**config.mk**
```make
export PLATFORM = sky130hd
export DESIGN_NAME = idu_pipe
export DESIGN_NICKNAME = d
export VERILOG_FILES = /design/src/rtl/idu_pipe.sv
export SDC_FILE = /design/constraint.sdc
export NUM_CORES = 1
export LEC_CHECK = 0
export ABC_AREA = 1
export BUFFER_PORTS_ARGS = -buffer_cell sky130_fd_sc_hd__buf_2
export CAP_MARGIN = 10
export CORE_ASPECT_RATIO = 0.5
export CORE_UTILIZATION = 47
export DETAILED_ROUTE_END_ITERATION = 7
export HOLD_SLACK_MARGIN = 0.05
export PLACE_DENSITY_LB_ADDON = 0.08
export RECOVER_POWER = 25
export SYNTH_ARGS = -nofsm -noshare
export SYNTH_HDL_FRONTEND = slang
export SYNTH_SLANG_ARGS = --single-unit
```
**constraint.sdc**
```tcl
create_clock -name clk -period 1.75 [get_ports clk]
set_input_delay 0.175 -clock clk [delete_from_list [all_inputs] [get_ports clk]]
set_output_delay 0.175 -clock clk [all_outputs]
set_load 0.01 [all_outputs]
```
**src/rtl/idu_pipe.sv**
```systemverilog
// idu_pipe: registered RV32I/RV64I decode stage with a halt FSM.
// Define IDU_PIPE_CSR_EN to decode SYSTEM CSR ops as legal.
module idu_pipe #(
  parameter int XLEN = 32,
  parameter int PC_W = 32
) (
  input  logic            clk,
  input  logic            rst_n,
  input  logic            flush,
  input  logic            in_valid,
  output logic            in_ready,
  input  logic [31:0]     in_inst,
  input  logic [PC_W-1:0] in_pc,
  output logic            out_valid,
  input  logic            out_ready,
  output logic [PC_W-1:0] out_pc,
  output logic [4:0]      out_rs1,
  output logic [4:0]      out_rs2,
  output logic [4:0]      out_rd,
  output logic            out_rd_wen,
  output logic [XLEN-1:0] out_imm,
  output logic [2:0]      out_funct3,
  output logic [6:0]      out_opcode,
  output logic            out_mem_rd,
  output logic            out_mem_wr,
  output logic            out_ebreak,
  output logic            out_ecall,
  output logic            out_illegal,
  output logic [XLEN-1:0] out_irq_no,
  output logic [11:0]     out_csr_addr,
  output logic            halted
);

  localparam bit RV64 = (XLEN == 64);
`ifdef IDU_PIPE_CSR_EN
  localparam bit CSR_EN = 1'b1;
`else
  localparam bit CSR_EN = 1'b0;
`endif

  localparam logic [6:0] OPC_LUI   = 7'h37;
  localparam logic [6:0] OPC_AUIPC = 7'h17;
  localparam logic [6:0] OPC_JAL   = 7'h6f;
  localparam logic [6:0] OPC_JALR  = 7'h67;
  localparam logic [6:0] OPC_BR    = 7'h63;
  localparam logic [6:0] OPC_LOAD  = 7'h03;
  localparam logic [6:0] OPC_STORE = 7'h23;
  localparam logic [6:0] OPC_IMM   = 7'h13;
  localparam logic [6:0] OPC_OP    = 7'h33;
  localparam logic [6:0] OPC_IMM32 = 7'h1b;
  localparam logic [6:0] OPC_OP32  = 7'h3b;
  localparam logic [6:0] OPC_FENCE = 7'h0f;
  localparam logic [6:0] OPC_SYS   = 7'h73;

  typedef struct packed {
    logic [PC_W-1:0] pc;
    logic [4:0]      rs1;
    logic [4:0]      rs2;
    logic [4:0]      rd;
    logic            rd_wen;
    logic [XLEN-1:0] imm;
    logic [2:0]      funct3;
    logic [6:0]      opcode;
    logic            mem_rd;
    logic            mem_wr;
    logic            ebreak;
    logic            ecall;
    logic            illegal;
    logic [XLEN-1:0] irq_no;
    logic [11:0]     csr_addr;
  } dec_t;

  typedef enum logic [1:0] {
    S_EMPTY,
    S_FULL,
    S_HALT
  } state_t;

  state_t state_q, state_d;
  dec_t   q, d;
  logic   load;

  logic [6:0] opc;
  logic [2:0] f3;
  logic [6:0] f7;
  assign opc = in_inst[6:0];
  assign f3  = in_inst[14:12];
  assign f7  = in_inst[31:25];

  logic is_lui, is_auipc, is_jal, is_jalr;
  logic is_br, is_load, is_store, is_imm;
  logic is_op, is_imm32, is_op32, is_fence;
  logic is_sys, is_i, is_ebreak, is_ecall;
  logic is_csr, bad_f7, w_f3_ok, ill;
  logic rs1_use, rs2_use;
  logic [XLEN-1:0] imm;

  assign is_lui   = opc == OPC_LUI;
  assign is_auipc = opc == OPC_AUIPC;
  assign is_jal   = opc == OPC_JAL;
  assign is_jalr  = opc == OPC_JALR;
  assign is_br    = opc == OPC_BR;
  assign is_load  = opc == OPC_LOAD;
  assign is_store = opc == OPC_STORE;
  assign is_imm   = opc == OPC_IMM;
  assign is_op    = opc == OPC_OP;
  assign is_imm32 = opc == OPC_IMM32;
  assign is_op32  = opc == OPC_OP32;
  assign is_fence = opc == OPC_FENCE;
  assign is_sys   = opc == OPC_SYS;

  assign is_i = is_jalr | is_load | is_imm
              | is_imm32 | is_fence | is_sys;

  assign is_ebreak = in_inst == 32'h0010_0073;
  assign is_ecall  = in_inst == 32'h0000_0073;
  assign is_csr    = is_sys && f3 != 3'd0
                  && f3 != 3'd4;

  // funct7 may only be 0x20 on ADD/SUB and SRL/SRA slots
  assign bad_f7 = f7 != 7'h00
               && !(f7 == 7'h20
               && (f3 == 3'd0 || f3 == 3'd5));
  assign w_f3_ok = f3 == 3'd0 || f3 == 3'd1
                || f3 == 3'd5;

  always_comb begin
    imm = '0;
    unique case (1'b1)
      is_i:     imm = {{(XLEN-11){in_inst[31]}},
                       in_inst[30:20]};
      is_store: imm = {{(XLEN-11){in_inst[31]}},
                       in_inst[30:25], in_inst[11:7]};
      is_br:    imm = {{(XLEN-12){in_inst[31]}},
                       in_inst[7], in_inst[30:25],
                       in_inst[11:8], 1'b0};
      is_lui,
      is_auipc: imm = {{(XLEN-31){in_inst[31]}},
                       in_inst[30:12], 12'b0};
      is_jal:   imm = {{(XLEN-20){in_inst[31]}},
                       in_inst[19:12], in_inst[20],
                       in_inst[30:21], 1'b0};
      default:  imm = '0;
    endcase
  end

  always_comb begin
    ill = 1'b0;
    unique case (1'b1)
      is_lui, is_auipc,
      is_jal, is_fence: ill = 1'b0;
      is_jalr:  ill = f3 != 3'd0;
      is_br:    ill = f3[2:1] == 2'b01;
      is_load:  ill = f3 == 3'd7 || (!RV64
                   && (f3 == 3'd3 || f3 == 3'd6));
      is_store: ill = f3[2] || (!RV64 && f3 == 3'd3);
      is_imm:   ill = (f3 == 3'd1
                   && (in_inst[31:26] != 6'd0
                   || (!RV64 && in_inst[25])))
                   || (f3 == 3'd5 && (in_inst[31]
                   || in_inst[29:26] != 4'd0
                   || (!RV64 && in_inst[25])));
      is_op:    ill = bad_f7;
      is_imm32: ill = !RV64 || !w_f3_ok
                   || (f3 != 3'd0 && bad_f7);
      is_op32:  ill = !RV64 || !w_f3_ok || bad_f7;
      is_sys:   ill = (f3 == 3'd0
                   && !(is_ecall || is_ebreak))
                   || f3 == 3'd4
                   || (is_csr && !CSR_EN);
      default:  ill = 1'b1;
    endcase
  end

  // CSRRxI forms carry a zimm in the rs1 slot
  assign rs1_use = !(is_lui || is_auipc || is_jal)
                && !(is_sys && f3[2]);
  assign rs2_use = is_br || is_store
                || is_op || is_op32;

  always_comb begin
    d         = '0;
    d.pc      = in_pc;
    d.rs1     = rs1_use ? in_inst[19:15] : 5'd0;
    d.rs2     = rs2_use ? in_inst[24:20] : 5'd0;
    d.rd_wen  = !ill && !(is_br || is_store)
             && !(is_sys && f3 == 3'd0);
    d.rd      = d.rd_wen ? in_inst[11:7] : 5'd0;
    d.imm     = imm;
    d.funct3  = f3;
    d.opcode  = opc;
    d.mem_rd  = is_load && !ill;
    d.mem_wr  = is_store && !ill;
    d.ebreak  = is_ebreak;
    d.ecall   = is_ecall;
    d.illegal = ill;
    d.irq_no  = is_ecall ? XLEN'(11) : '0;
`ifdef IDU_PIPE_CSR_EN
    d.csr_addr = is_csr ? in_inst[31:20] : 12'd0;
`else
    d.csr_addr = 12'd0;
`endif
  end

  logic accept, trap;
  assign in_ready = rst_n && state_q != S_HALT
                 && !flush
                 && (state_q != S_FULL || out_ready);
  assign accept   = in_valid && in_ready;
  assign trap     = q.ebreak || q.illegal;

  always_comb begin
    state_d = state_q;
    load    = 1'b0;
    unique case (state_q)
      S_EMPTY: begin
        if (accept) begin
          state_d = S_FULL;
          load    = 1'b1;
        end
      end
      S_FULL: begin
        if (flush) begin
          state_d = S_EMPTY;
        end else if (out_ready && trap) begin
          state_d = S_HALT;
        end else if (accept) begin
          load = 1'b1;
        end else if (out_ready) begin
          state_d = S_EMPTY;
        end
      end
      S_HALT:  state_d = S_HALT;
      default: state_d = S_EMPTY;
    endcase
  end

  always_ff @(posedge clk) begin
    if (!rst_n) begin
      state_q <= S_EMPTY;
      q       <= '0;
    end else begin
      state_q <= state_d;
      if (load) q <= d;
    end
  end

  assign out_valid    = state_q == S_FULL;
  assign halted       = state_q == S_HALT;
  assign out_pc       = q.pc;
  assign out_rs1      = q.rs1;
  assign out_rs2      = q.rs2;
  assign out_rd       = q.rd;
  assign out_rd_wen   = q.rd_wen;
  assign out_imm      = q.imm;
  assign out_funct3   = q.funct3;
  assign out_opcode   = q.opcode;
  assign out_mem_rd   = q.mem_rd;
  assign out_mem_wr   = q.mem_wr;
  assign out_ebreak   = q.ebreak;
  assign out_ecall    = q.ecall;
  assign out_illegal  = q.illegal;
  assign out_irq_no   = q.irq_no;
  assign out_csr_addr = q.csr_addr;

endmodule

```
Yosys cells after proc, flatten, opt, wreduce, memory -nomap -nowiden --
Cells that the tools add are included.
Storage, ports and cells: flip-flop bits (word level) 129, bits of input ports 69, logic and storage cells 121
Operators by class: eq/ne operators 31, muxes and demuxes 16, bitwise gates (word level) 5, reductions and logical operators 54
Operators by type and width (number):
- $pmux 32 s5 | 1
- $eq 7x6->1 const B | 5
- $eq 32x21->1 const B | 1
- $eq 32x7->1 const B | 1
- $eq 7x7->1 const B | 4
- $eq 7x5->1 const B | 3
- $logic_and 1x1->1 | 19
- $logic_or 1x1->1 | 18
- $mux 5 | 3
- $eq 3x3->1 const B | 4
- $mux 2 | 5
- $logic_not 1->1 | 8
- $pmux 1 s8 | 1
- $eq 7x2->1 const B | 1
- $eq 7x4->1 const B | 1
- $reduce_bool 7->1 | 1
- $pmux 2 s3 | 1
- $reduce_bool 6->1 | 1
- $or 1x1->1 | 5
- $eq 2x1->1 const B | 2
- $mux 4 | 1
- $ne 2x2->1 const B | 2
- $ne 4x2->1 const B | 1
- $ne 4x3->1 const B | 1
- other kinds (14) | 16

Longest topological paths before layout --
depth after elaboration 11, gate-level depth with buffers 13, depth with buffers taken out 12

Least setup slack after synthesis --
Ideal clock, no wire load.
path kind reg2reg, from reg state_q[0], to reg q, in the netlist out_illegal, data arrival time 1398 ps, path slack 236 ps, cell stages (with the launch flop) 12, path buffers 2, period minus slack after synthesis 1514 ps, path through dfxtp_1 inv_1 nor2_1 nand2_1 nand2_2 nor2_4 nand2_2 inv_2 buf_6 buf_6 o211ai_1 inv_1
RTL lines:
- start: declaration | line 79 | state_t state_q, state_d;
- start signal: assignment | line 243 | state_q <= state_d;
- $eq 2x1->1
- named net out_valid | line 14 | output logic out_valid,
- $pmux 1 s2 | line 215 | unique case (state_q)
- end signal: assignment | line 241 | q <= '0;
- end signal: assignment | line 244 | if (load) q <= d;
- end: declaration | line 80 | dec_t q, d;
The timed path passes the listed nets, and every way through them passes these cells. A chain may end at the register's enable or synchronous reset.

Final worst setup path --
from reg state_q[0], to reg q, in the netlist out_irq_no[1]
Between the ends: longest elaborated chain between the ends 9
RTL lines:
- $ne 2x2->1 | line 206 | assign in_ready = rst_n && state_q != S_HALT
- $logic_and 1x1->1 | line 206
- $logic_and 1x1->1 | line 207 | && !flush
- $logic_and 1x1->1 | line 208 | && (state_q != S_FULL || out_ready);
- $logic_and 1x1->1 | line 209 | assign accept = in_valid && in_ready;
- $mux 1 | line 217, 227
- $mux 1 | line 225 | end else if (out_ready && trap) begin
- $mux 1 | line 223 | if (flush) begin
- $pmux 1 s2 * | line 215
Mark *: on every way between the ends. The rest lies on a longest branch, timed or not.

==> results_dict.tcl <==
set metrics [dict create \
    hold_class "input port to flip-flop" \
    netlist_area_mm2 0.00472 \
    cp_data_required_time_ps 2000 \
    critical_path_class "flip-flop to flip-flop" \
    relSlewSlack 0.623 \
    hold_viol_final 0 \
    reg2reg_from "state_q[0]" \
    worstPathArrival_ps 2060 \
    ys_seq_area_frac 0.412 \
    multi_input_area_mm2 0.00253 \
    power_density_mw_per_mm2 773 \
    initial_core_util 0.491 \
    min_from "in_pc[15]" \
    cts_buffers 9 \
    io_buffers 169 \
    max_freq_ghz 0.552 \
    ys_ff_latch 97 \
    synthCells 670 \
    synthDistinctLibCells 30 \
    drive_gt1_frac 0.330 \
    critPathCaptureType "flip-flop" \
    clk_latency_ps 340 \
    ios 211 \
    dr.first_iter.drc_count 375 \
    grt_antenna_before_repair 0 \
    final_common_cell "buf_2" \
    reg2reg_depth 11 \
    core_area_mm2 0.00960 \
    fp.dieH_um 72.9 \
    cp_slowest_cell "dfxtp_2" \
    r2r-end "out_irq_no[1]" \
    die_area_mm2 0.0105 \
    route.vias.total 5100 \
    seqCellArea_mm2 0.00194 \
    drc 0 \
    root_buffer "clkbuf_16" \
    worstMarginPinSlew_ps 565 \
    worst-path-buf-inv 5 \
    p_leak_nw 3.09 \
    setup_ws_ps -62.3 \
    critPathTopFamily "buffers and inverters" \
    first_global_vias 4139 \
    routedWlPerCell_um 15.2 \
    htreeDepth 3 \
    firstDrtPassIters 6 \
    outcome "finished, violations left" \
    rsz0062_at_grt "yes" \
    hpwl_mm 9.23 \
    rows 25 \
    grt_max_degree 54 \
    cts_tree "yes" \
    syn_to_final_growth_pct 38.7 \
    startpoint "state_q[0]" \
    ant_nets 0 \
    skew_ps 5.32 \
    gp_congestion 0.927 \
    clockBufferDepth 2 \
    holdPathStages 3 \
    irDropWorstVdd_mv 0.467 \
    yosysWarningCount 0 \
    hold_ws_ps 79.3 \
    holdPathEnd "out_pc[15]" \
    nFillCells 865 \
    fin_crit_ps 1810 \
    cpPeakStageDelay_ps 330 \
    violations "setup timing" \
    cts_hold_buf 0 \
    crit_fanout 7 \
    finalSetupViolCount 7 \
    gr-usage-all-layers 0.248 \
    die_w_um 144 \
    worstSetupStartpointType "flip-flop" \
    fin_area_mm2 0.00655 \
    overflow 0 \
    grt_pass1_wl_mm 20.0 \
    maxCapViolations 0 \
    slew_viol_final 0 \
    final_nets 924 \
    clkTransAtPathRegs_ps 70 \
    final_cell_mix "buf_2 (142), nand2_1 (129), dfxtp_1 (95), nor2_1 (83), a21oi_1 (56)" \
    clock_sinks 97 \
    placement.cell_area_mm2 0.00551 \
    syn_area_per_cell_um2 7.04 \
    routed_wl_mm 15.1 \
    dpl_worst_slack_ps -20.7 \
    viasPerCell 5.13 \
    reg2reg_slack_ps -60 \
    crit_path_cell_trace "inv_2, buf_4, nor2_1, nand2_1, nand2_2, nor2_4, nand2_8, clkinv_8, buf_12, clkbuf_16, a211oi_1" \
    antennaDiodeCount 0 \
    final.period_utilization 1.04 \
]
-- through the flow --
| stage | TNS (ps) | power [mW] | utilization | instances |
|---|---|---|---|---|
| final | -86.9 | 5.06 | 0.682 | 995 |
| after CTS | 0 | 4.89 | 0.605 | 969 |
| after global placement | 0 | 2.93 | 0.574 | 953 |
| after global routing | -8050 | 5.27 | 0.682 | 995 |
| after floorplan | 0 | 2.77 | - | 710 |
| after detailed placement | -33.5 | 2.94 | 0.574 | 953 |
-- worst reg2reg max path: cells and delay by family, from the launching register on --
kind	cells	cell delay [ps]
buf+inv	5	630
compound gates	1	220
flops	1	330
simple gates	5	550
-- layout make-up --
| class | count | area share |
|---|---|---|
| multi-input combinational | 497 | 0.387 |
| sequential | 97 | 0.297 |
| timing repair buffer | 210 | 0.219 |
| clock buffer | 10 | 0.0350 |
| tap | 135 | 0.0258 |
| inverter | 39 | 0.0247 |
| clock inverter | 6 | 0.0103 |
| timing repair inverter | 1 | 0.00172 |
-- how the worst max path moves through the flow --
stage	end	slack (ps)	cells past startpoint
6_report	out_irq_no[1]	-60	11
5_1_grt	out_irq_no[1]	-150	11
2_1_floorplan	out_illegal	240	11
3_3_place_gp	out_mem_wr	80	11
3_5_place_dp	out_rd[1]	-20	10
4_1_cts	out_imm[9]	20	11
-- cells by family after synthesis --
family / after synthesis / share of synthesized area
other cells: 1 / 0.000795
simple gates: 317 / 0.291
flops: 97 / 0.412
buf+inv: 117 / 0.143
compound gates: 138 / 0.154
-- sequential cells by signal, indices dropped and copies added, names as in the netlist --
signal / flops
out_ebreak: 1
out_funct3: 3
out_illegal: 1
out_imm: 32
out_irq_no: 1
out_mem_rd: 1
out_mem_wr: 1
out_opcode: 7
out_pc: 32
out_rd: 5
out_rd_wen: 1
out_rs1: 5
out_rs2: 5
state_q: 2
-- layer usage --
metal | part of all wire | vias to the layer above | track usage
met5 | 0 | - | 0
met4 | 0.015 | 0 | 0.0780
met3 | 0.080 | 25 | 0.0617
met2 | 0.47 | 236 | 0.391
met1 | 0.44 | 2381 | 0.336
li1 | - | 2458 | -
-- Yosys cell counts (all sizes together) --
cell | count | area share
o21ai | 61 | 0.065
inv | 39 | 0.032
nand4 | 8 | 0.011
nand3 | 39 | 0.045
o211ai | 1 | 0.0016
nor2 | 124 | 0.11
a211oi | 1 | 0.0016
o311ai | 1 | 0.0019
a21oi | 63 | 0.067
buf | 63 | 0.10
o31ai | 1 | 0.0016
clkbuf | 15 | 0.012
nor3 | 5 | 0.0074
conb | 1 | 0.00079
nand2 | 141 | 0.12
a31oi | 1 | 0.0013
dfxtp | 97 | 0.41
a22oi | 5 | 0.0080
o21bai | 4 | 0.0064
-- power breakdown --
group,internal (mW),leakage [nW],switching [mW]
combinational,0.308,2.16,0.462
clock,1.11,0.139,0.859
sequential,2.27,0.788,0.0447
total,3.70,3.09,1.37
-- repair_timing --
item / in CTS / in global routing
setup buffers: 0 / 9
cloned: 0 / 17
endpoints found under the setup margin: 7 / 95
pin swaps: 0 / 43
resized for setup: 2 / 117
No activity file was read; power rests on OpenSTA's default activity.
